**src/rtl/mult_share_pkg.sv**
```systemverilog
// Shared types and helpers for the multiplier-sharing arbiter.
// The optional grant statistics are enabled with MULT_SHARE_ARB_STATS_EN.
package mult_share_pkg;

    localparam int STATS_W = 16;
    localparam int MAX_R   = 8;
    localparam int MAX_IDW = 3;

    typedef struct packed {
        logic               found;
        logic [MAX_IDW-1:0] idx;
    } rr_pick_t;

    function automatic int clog2(input int value);
        int result;
        result = 0;
        for (int i = 0; i < 31; i++) begin
            if ((1 << i) < value) begin
                result = i + 1;
            end
        end
        return result;
    endfunction

    // First set bit at or after ptr, wrapping within the first r bits.
    function automatic rr_pick_t rr_pick(input logic [MAX_R-1:0] valid,
                                         input logic [MAX_IDW-1:0] ptr,
                                         input int r);
        rr_pick_t   pick;
        logic [3:0] pos;
        pick = '0;
        pos  = '0;
        for (int k = MAX_R - 1; k >= 0; k--) begin
            if (k < r) begin
                pos = {1'b0, ptr} + 4'(k);
                if (pos >= 4'(r)) begin
                    pos = pos - 4'(r);
                end
                if (valid[pos[MAX_IDW-1:0]]) begin
                    pick.found = 1'b1;
                    pick.idx   = pos[MAX_IDW-1:0];
                end
            end
        end
        return pick;
    endfunction

endpackage

```
**src/rtl/mult_rr_arb.sv**
```systemverilog
// Round-robin pointer and grant selection for the shared multiplier.
module mult_rr_arb
    import mult_share_pkg::*;
#(
    parameter int R   = 4,
    parameter int IDW = 2
) (
    input  logic           clk,
    input  logic           rst_n,
    input  logic [R-1:0]   req_valid,
    input  logic           accept,
    output logic           grant_found,
    output logic [IDW-1:0] grant_idx
);

    logic [IDW-1:0]     ptr_reg;
    logic [MAX_R-1:0]   valid_ext;
    logic [MAX_IDW-1:0] ptr_ext;
    rr_pick_t           pick;

    always_comb begin
        valid_ext        = '0;
        valid_ext[R-1:0] = req_valid;
    end

    assign ptr_ext     = MAX_IDW'(ptr_reg);
    assign pick        = rr_pick(valid_ext, ptr_ext, R);
    assign grant_found = pick.found;
    assign grant_idx   = IDW'(pick.idx);

    // Pointer moves just past the winner so it becomes lowest priority next.
    always_ff @(posedge clk or negedge rst_n) begin
        if (!rst_n) begin
            ptr_reg <= '0;
        end else if (accept) begin
            if (int'(grant_idx) == R - 1) begin
                ptr_reg <= '0;
            end else begin
                ptr_reg <= grant_idx + 1'b1;
            end
        end
    end

endmodule

```
**src/rtl/wallace_gen.sv**
```systemverilog
// Signed N x W multiplier built from partial products; result truncated to N+W-1 bits.
module wallace_gen #(
    parameter int N = 8,
    parameter int W = 4
) (
    input  logic [N-1:0]   a,
    input  logic [W-1:0]   b,
    output logic [N+W-2:0] prod
);

    localparam int P_W = N + W - 1;

    logic [P_W-1:0] a_ext;
    logic [P_W-1:0] pp [W];

    assign a_ext = {{(W-1){a[N-1]}}, a};

    // The top bit of b carries negative weight, so its row is negated.
    generate
        for (genvar gi = 0; gi < W; gi++) begin : g_pp
            if (gi == W - 1) begin : g_neg
                assign pp[gi] = b[gi] ? (~(a_ext << gi) + 1'b1) : '0;
            end else begin : g_pos
                assign pp[gi] = b[gi] ? (a_ext << gi) : '0;
            end
        end
    endgenerate

    always_comb begin
        prod = '0;
        for (int i = 0; i < W; i++) begin
            prod = prod + pp[i];
        end
    end

endmodule

```
**src/rtl/mult_share_arb.sv**
```systemverilog
// One signed multiplier shared by R requesters: RR arbiter -> S1 operands -> S2 product.
// Optional per-requester accept counters are enabled with MULT_SHARE_ARB_STATS_EN.
module mult_share_arb
    import mult_share_pkg::*;
#(
    parameter  int R   = 4,
    parameter  int N   = 8,
    parameter  int W   = 4,
    localparam int IDW = (clog2(R) > 1) ? clog2(R) : 1,
    localparam int P_W = N + W - 1
) (
    input  logic           clk,
    input  logic           rst_n,
    input  logic [R-1:0]   req_valid,
    output logic [R-1:0]   req_ready,
    input  logic [R*N-1:0] req_a,
    input  logic [R*W-1:0] req_b,
    output logic           rsp_valid,
    input  logic           rsp_ready,
    output logic [IDW-1:0] rsp_id,
    output logic [P_W-1:0] rsp_prod,
    output logic           busy
`ifdef MULT_SHARE_ARB_STATS_EN
    ,
    input  logic                 stats_clr,
    output logic [R*STATS_W-1:0] grant_cnt
`endif
);

    logic           s1_valid_reg;
    logic [N-1:0]   s1_a_reg;
    logic [W-1:0]   s1_b_reg;
    logic [IDW-1:0] s1_id_reg;
    logic           s2_load;
    logic           s1_free;
    logic           accept;
    logic           grant_found;
    logic [IDW-1:0] grant_idx;
    logic [R-1:0]   grant_onehot;
    logic [P_W-1:0] mult_prod;

    assign s2_load = s1_valid_reg && (!rsp_valid || rsp_ready);
    assign s1_free = !s1_valid_reg || s2_load;

    generate
        for (genvar gi = 0; gi < R; gi++) begin : g_onehot
            assign grant_onehot[gi] = grant_found && (grant_idx == IDW'(gi));
        end
    endgenerate

    // Ready is forced low while reset is held, even though S1 already reads empty.
    assign req_ready = (rst_n && s1_free) ? (grant_onehot & req_valid) : '0;
    assign accept    = |req_ready;
    assign busy      = s1_valid_reg || rsp_valid;

    mult_rr_arb #(
        .R   (R),
        .IDW (IDW)
    ) u_arb (
        .clk         (clk),
        .rst_n       (rst_n),
        .req_valid   (req_valid),
        .accept      (accept),
        .grant_found (grant_found),
        .grant_idx   (grant_idx)
    );

    always_ff @(posedge clk or negedge rst_n) begin
        if (!rst_n) begin
            s1_valid_reg <= 1'b0;
            s1_a_reg     <= '0;
            s1_b_reg     <= '0;
            s1_id_reg    <= '0;
        end else if (accept) begin
            s1_valid_reg <= 1'b1;
            s1_a_reg     <= req_a[int'(grant_idx) * N +: N];
            s1_b_reg     <= req_b[int'(grant_idx) * W +: W];
            s1_id_reg    <= grant_idx;
        end else if (s2_load) begin
            s1_valid_reg <= 1'b0;
        end
    end

    wallace_gen #(
        .N (N),
        .W (W)
    ) u_mult (
        .a    (s1_a_reg),
        .b    (s1_b_reg),
        .prod (mult_prod)
    );

    always_ff @(posedge clk or negedge rst_n) begin
        if (!rst_n) begin
            rsp_valid <= 1'b0;
            rsp_id    <= '0;
            rsp_prod  <= '0;
        end else if (s2_load) begin
            rsp_valid <= 1'b1;
            rsp_id    <= s1_id_reg;
            rsp_prod  <= mult_prod;
        end else if (rsp_ready) begin
            rsp_valid <= 1'b0;
        end
    end

`ifdef MULT_SHARE_ARB_STATS_EN
    // A clear wins over an accept landing in the same cycle.
    generate
        for (genvar gi = 0; gi < R; gi++) begin : g_stats
            logic [STATS_W-1:0] cnt_reg;
            always_ff @(posedge clk or negedge rst_n) begin
                if (!rst_n) begin
                    cnt_reg <= '0;
                end else if (stats_clr) begin
                    cnt_reg <= '0;
                end else if (req_ready[gi] && (cnt_reg != '1)) begin
                    cnt_reg <= cnt_reg + 1'b1;
                end
            end
            assign grant_cnt[gi*STATS_W +: STATS_W] = cnt_reg;
        end
    endgenerate
`endif

endmodule

```
**config.mk**
```make
export PLATFORM = sky130hd
export DESIGN_NAME = mult_share_arb
export DESIGN_NICKNAME = d
export VERILOG_FILES = /design/src/rtl/mult_share_pkg.sv /design/src/rtl/mult_rr_arb.sv /design/src/rtl/wallace_gen.sv /design/src/rtl/mult_share_arb.sv
export SDC_FILE = /design/constraint.sdc
export NUM_CORES = 1
export LEC_CHECK = 0
export CAP_MARGIN = 15
export CORE_UTILIZATION = 55
export CTS_CLUSTER_SIZE = 30
export DETAILED_ROUTE_END_ITERATION = 7
export GPL_ROUTABILITY_DRIVEN = 0
export GPL_TIMING_DRIVEN = 0
export PLACE_DENSITY_LB_ADDON = 0.05
export SLEW_MARGIN = 15
export SYNTH_ARGS = -nofsm -noshare
export SYNTH_HDL_FRONTEND = slang
export SYNTH_HIERARCHICAL = 1
export SYNTH_SLANG_ARGS = --single-unit
```
**constraint.sdc**
```tcl
create_clock -name clk -period 6.6 [get_ports clk]
set_input_delay 0.99 -clock clk [delete_from_list [all_inputs] [get_ports clk]]
set_output_delay 0.99 -clock clk [all_outputs]
set_load 0.05 [all_outputs]
```
---- Yosys cells after proc, flatten, opt, wreduce, memory -nomap -nowiden ----
Cells that the tools add are included.
cells by class
  add/subtract/negate cells ............... 12
  magnitude comparators ................... 8
  equal/unequal tests ..................... 4
  shifts and indexed selects .............. 2
  multiplexer cells ....................... 26
  bitwise logic cells ..................... 2
  reduce and logical (&&, ||, !) cells .... 15
operators with widths
  kind                     count
  $mux W11                 4
  $add A11 B11 Y11         3
  $shiftx A32 B6 Y8        1
  $mux W4                  5
  $lt A3 B4 Y1 const B     4
  $shiftx A16 B5 Y4        1
  $bmux W1 S3              4
  $ge A4 B3 Y1 const B     3
  $mux W3                  4
  $add A11 B1 Y11 const B  1
  $not A11 Y11             1
  $sub A3 B3 Y3 const B    3
  $mux W1                  8
  $add A2 B2 Y3 const B    2
  $logic_and A1 B1 Y1      6
  $and A4 B4 Y4            1
  $eq A2 B1 Y1 const B     2
  $eq A2 B2 Y1 const B     2
  $reduce_bool A2 Y1       2
  $reduce_or A4 Y1         1
  $add A2 B1 Y3 const B    1
  $ge A2 B3 Y1 const B     1
  $logic_or A1 B1 Y1       3
  $sub A2 B3 Y3 const B    1
  4 further kinds          5
storage, ports and cells
  flip-flop bits (word level) ............. 31
  input port bits ......................... 55
  output and inout port bits .............. 19
  word-level logic and storage cells ...... 77

---- Depth between registers and ports, before layout ----
  word-level depth ........................ 15
  depth in mapped cells ................... 16
  depth with buffers taken out ............ 15

---- Hierarchy ----
Netlist, hierarchy kept.
by module, submodules not included
  module          instances  cells an instance  area an instance (µm²)
  mult_share_arb  1          92                 1527.7
  wallace_gen     1          131                1032.2
  mult_rr_arb     1          48                 459.2

---- Worst setup path before layout ----
OpenSTA, ideal clock, no wires.
  path type ............................... input -> output
  start ................................... input req_valid[2]
  end ..................................... output req_ready[0]
  data arrival time ....................... 3840 ps
  data required time ...................... 5610 ps
  setup slack ............................. 1770 ps
  cell stages on the path ................. 7
  buffers on the path ..................... 2
  cells stage by stage .................... mux4_2 -> o221ai_1 -> a211oi_1 -> a21o_1 -> buf_6 -> buf_2 -> nor4b_1
between the ends
  longest elaborated chain between the ends .. 10
  elaborated cells on any way between the ends .. 16
ends and longest elaborated chain
  what                           line                  text
  from (decl)                    mult_share_arb.sv:14  input logic [R-1:0] req_valid,
  $bmux W1 S3                    mult_share_pkg.sv:39  if (valid[pos[MAX_IDW-1:0]]) begin
  $mux W1 (implied by the code)  mult_share_pkg.sv:39
  $mux W4 (3 in a row)           mult_share_pkg.sv:39
  $mux W4 (*)                    mult_share_pkg.sv:39
  via grant_idx[0]               mult_share_arb.sv:38  logic [IDW-1:0] grant_idx;
  $logic_not A2 Y1 (*)           mult_share_arb.sv:47  assign grant_onehot[gi] = grant_found && (grant_idx == IDW'(gi));
  $logic_and A1 B1 Y1 (*)        mult_share_arb.sv:47
  $and A4 B4 Y4 (*)              mult_share_arb.sv:52  assign req_ready = (rst_n && s1_free) ? (grant_onehot & req_valid) : '0;
  $mux W4 (*)                    mult_share_arb.sv:52
  to (decl)                      mult_share_arb.sv:15  output logic [R-1:0] req_ready,
The timed path passes the listed nets; every way through them passes the cells marked *. The select of a mux whose other input is x is not followed.

---- Worst setup path after layout ----
  start ................................... input req_valid[3]
  end ..................................... output req_ready[2]
between the ends
  longest elaborated chain between the ends .. 10
  elaborated cells on any way between the ends .. 16
ends and longest elaborated chain
  what                           line
  $bmux W1 S3                    mult_share_pkg.sv:39
  $mux W1 (implied by the code)  mult_share_pkg.sv:39
  $mux W4 (3 in a row)           mult_share_pkg.sv:39
  $mux W4 (*)                    mult_share_pkg.sv:39
  via grant_idx[1]               mult_share_arb.sv:38
  $eq A2 B2 Y1 (*)               mult_share_arb.sv:47
  $logic_and A1 B1 Y1 (*)        mult_share_arb.sv:47
  $and A4 B4 Y4 (*)              mult_share_arb.sv:52
  $mux W4 (*)                    mult_share_arb.sv:52
Marks and branches as above.

==> metrics <==
Detailed Route WL=6658 µm; Post-Syn Area=between 0.003 and 0.004 mm²; die area=0.005790 mm²; CTS tree=built; number of flip-flops in the largest register=11; Worst R2R Setup Slack=roughly 2500 ps; DPL Wire Length=between 5000 and 6000 µm; GRT Overall Usage=approximately 26%; GR Util met1=a little under 30%; synthesis-to-finish area growth=31.33%; cts hold-fix bufs=0; Sequential Area=between 700 and 800 µm²; Final Skew=between 6 and 7 ps; Post-Syn Area per Cell=around 11 µm²; reg2reg start=s1_a_reg[0]; RR Endpoint=rsp_prod[10]; Max stage delay on crit path=just over 800 ps; Worst-path clk slew=70 ps; Finished Cell Area=between 0.003 and 0.004 mm²; met2 usage=between 40% and 50%; Final Hold Viols=0; clock sink count=31; clk buf depth=2; Crit Path Max Fanout=10; DP Area=a little under 0.004 mm²; filler instances=390; Startpoint Class=primary input; first-pass GRT wire length=around 12000 µm; wire per inst=roughly 16 µm; Tmin final=5750 ps; Initial DRT Pass Iterations=4; # diodes=0; # resized after CTS=0; predominant post-synthesis flop cell=dfrtp_1; initial antenna violation count=0; Placeable Area=between 0.005 and 0.006 mm²; Netlist cell types=56; Buf/Inv on CP=5; most common cell after layout, fill and taps aside=clkdlybuf4s50_1; I/O Buffers=between 70 and 80; root buf cell=clkbuf_8; Syn Inst Count=approximately 270; fraction of registers with async set/reset=100.0%; layout cells sized above 1=18.41%; Setup violations, final=0; Clk Latency, worst-skew pair=roughly 290 ps; critical path arrival=4760 ps; global route total overflow=0; nets=between 400 and 500; Max-cap violations=0; CTS Buf Count=5; IO Pins=between 70 and 80; pin count of the biggest net entering global routing=34; pre-CTS WS=slightly above 800 ps; met3 usage=3.952%; htree depth=2; grt peak-use layer=met2; DIE WIDTH=76.09 µm; worst hold path type=primary input to async pin; Post-synth EDFFs=0; DR vias=~2300; Starting Density=around three fifths; worst setup path startpoint=req_valid[3]; Slowest-stage cell, CP=clkdlybuf4s50_1; Least-Margin Pin Slew=~650 ps; # rows=26; Detailed Route Iter0 Violations=between 100 and 150; most frequent cells in the layout=72 x clkdlybuf4s50_1, 35 x inv_1, 31 x dfrtp_1, 21 x nand2_1, 19 x mux2_2; crit-path leading delay family=buffers and inverters; YS warnings=6; final setup margin=approximately 850 ps; worst reg2reg path depth=14; DRC viols=0; Die Height=approximately 76 µm; vias in the first global route=~2500; endpoint type of the worst setup path=output pin; RSZ-0062 raised after global routing=no; setup bufs post-CTS=0; Antenna Nets Post-Route=0; slew margin rel.=between 50% and 60%; Via density=5.494; register area share after synthesis=25.69%; register bit count reported by yosys=31; CP Class=primary input to output pin; final slew viol count=0; status=complete, no violations; CP cell instances=clkdlybuf4s50_1 > mux4_2 > clkinv_1 > o221ai_2 > o32ai_2 > clkbuf_1 > clkbuf_1 > nand4_1 > nor3b_1 > clkdlybuf4s50_1; Critical Path RT=approximately 5600 ps; area of the multi-input gates=approximately 0.0020 mm²; final period utilization=between 80 and 90%; final hold slack=slightly below 500 ps; f_max=about 0.17 GHz; setup TNS=0 ps; syn_nets=356
[worst max-delay path by stage]
stage,depth (start not counted),slack (ps),to
after floorplan,7,1770,req_ready[0]
after global placement,10,850,req_ready[2]
after detailed placement,10,820,req_ready[2]
after CTS,10,810,req_ready[2]
after global routing,10,620,req_ready[2]
final,10,850,req_ready[2]
[logic make-up after synthesis]
family          after synthesis  synth area share, %
compound gates               27                7.294
buf+inv                      46                6.630
flops                        31                25.69
xor+xnor                     13                4.227
fa+ha+maj                    30                16.41
mux                          49                25.74
simple gates                 75                14.01
[per-stage QoR]
step,instances,util (%)
after detailed placement,415,74.01
after global placement,414,73.73
after CTS,423,76.18
final,423,76.18
after global routing,423,76.18
after floorplan,271,-
[worst reg2reg max path, delay by kind of cell, from the launching register on]
family	cells	cell delay, ps
xor gates and xnor gates	1	270
muxes	1	260
DFF	1	490
buffers and inverters	3	200
adders and majority gates	4	1630
and+or+nand+nor	1	170
AOI/OAI and AO/OA	4	920
[area by class of cell]
class / count / share of cell area [%]
Clock buffer: 5 / 1.736
Timing Repair Buffer: 74 / 18.81
Multi-Input combinational cell: 194 / 51.53
Buffer: 9 / 1.546
Inverter: 37 / 3.503
Clock inverter: 3 / 1.104
Tap cell: 70 / 2.209
Sequential cell: 31 / 19.56
[cell usage after synthesis, types with 2 or more instances]
master | count | area share (%)
mux4_1 | 7 | 6.1
mux2_4 | 9 | 4.5
nand2_1 | 21 | 2.6
a21o_1 | 3 | 0.75
o21ai_0 | 2 | 0.33
o21ai_1 | 2 | 0.33
xor2_1 | 2 | 0.58
mux2_2 | 19 | 7.1
mux4_2 | 8 | 6.0
nand3b_1 | 2 | 0.50
ha_1 | 14 | 5.8
and2_1 | 17 | 3.5
mux2i_1 | 5 | 1.7
inv_1 | 35 | 4.4
or2_2 | 2 | 0.41
and2_2 | 2 | 0.50
dfrtp_1 | 31 | 26
nor2_1 | 6 | 0.75
buf_6 | 2 | 0.75
xnor2_1 | 10 | 2.9
nand2b_1 | 7 | 1.5
a21oi_1 | 4 | 0.66
a221oi_1 | 2 | 0.58
nand3_1 | 4 | 0.66
clkbuf_1 | 4 | 0.50
fa_1 | 16 | 11
nor3_1 | 5 | 0.83
o221ai_1 | 2 | 0.58
[per-layer routing]
metal  wire, µm  vias to the layer above
li1           -                     1105
met1       2636                     1136
met2       3624                       73
met3        301                       10
met4         95                        0
met5          0                        -
Power is not shown: default switching activity piles up to over one toggle a cycle in this logic, so the estimate is an artifact.
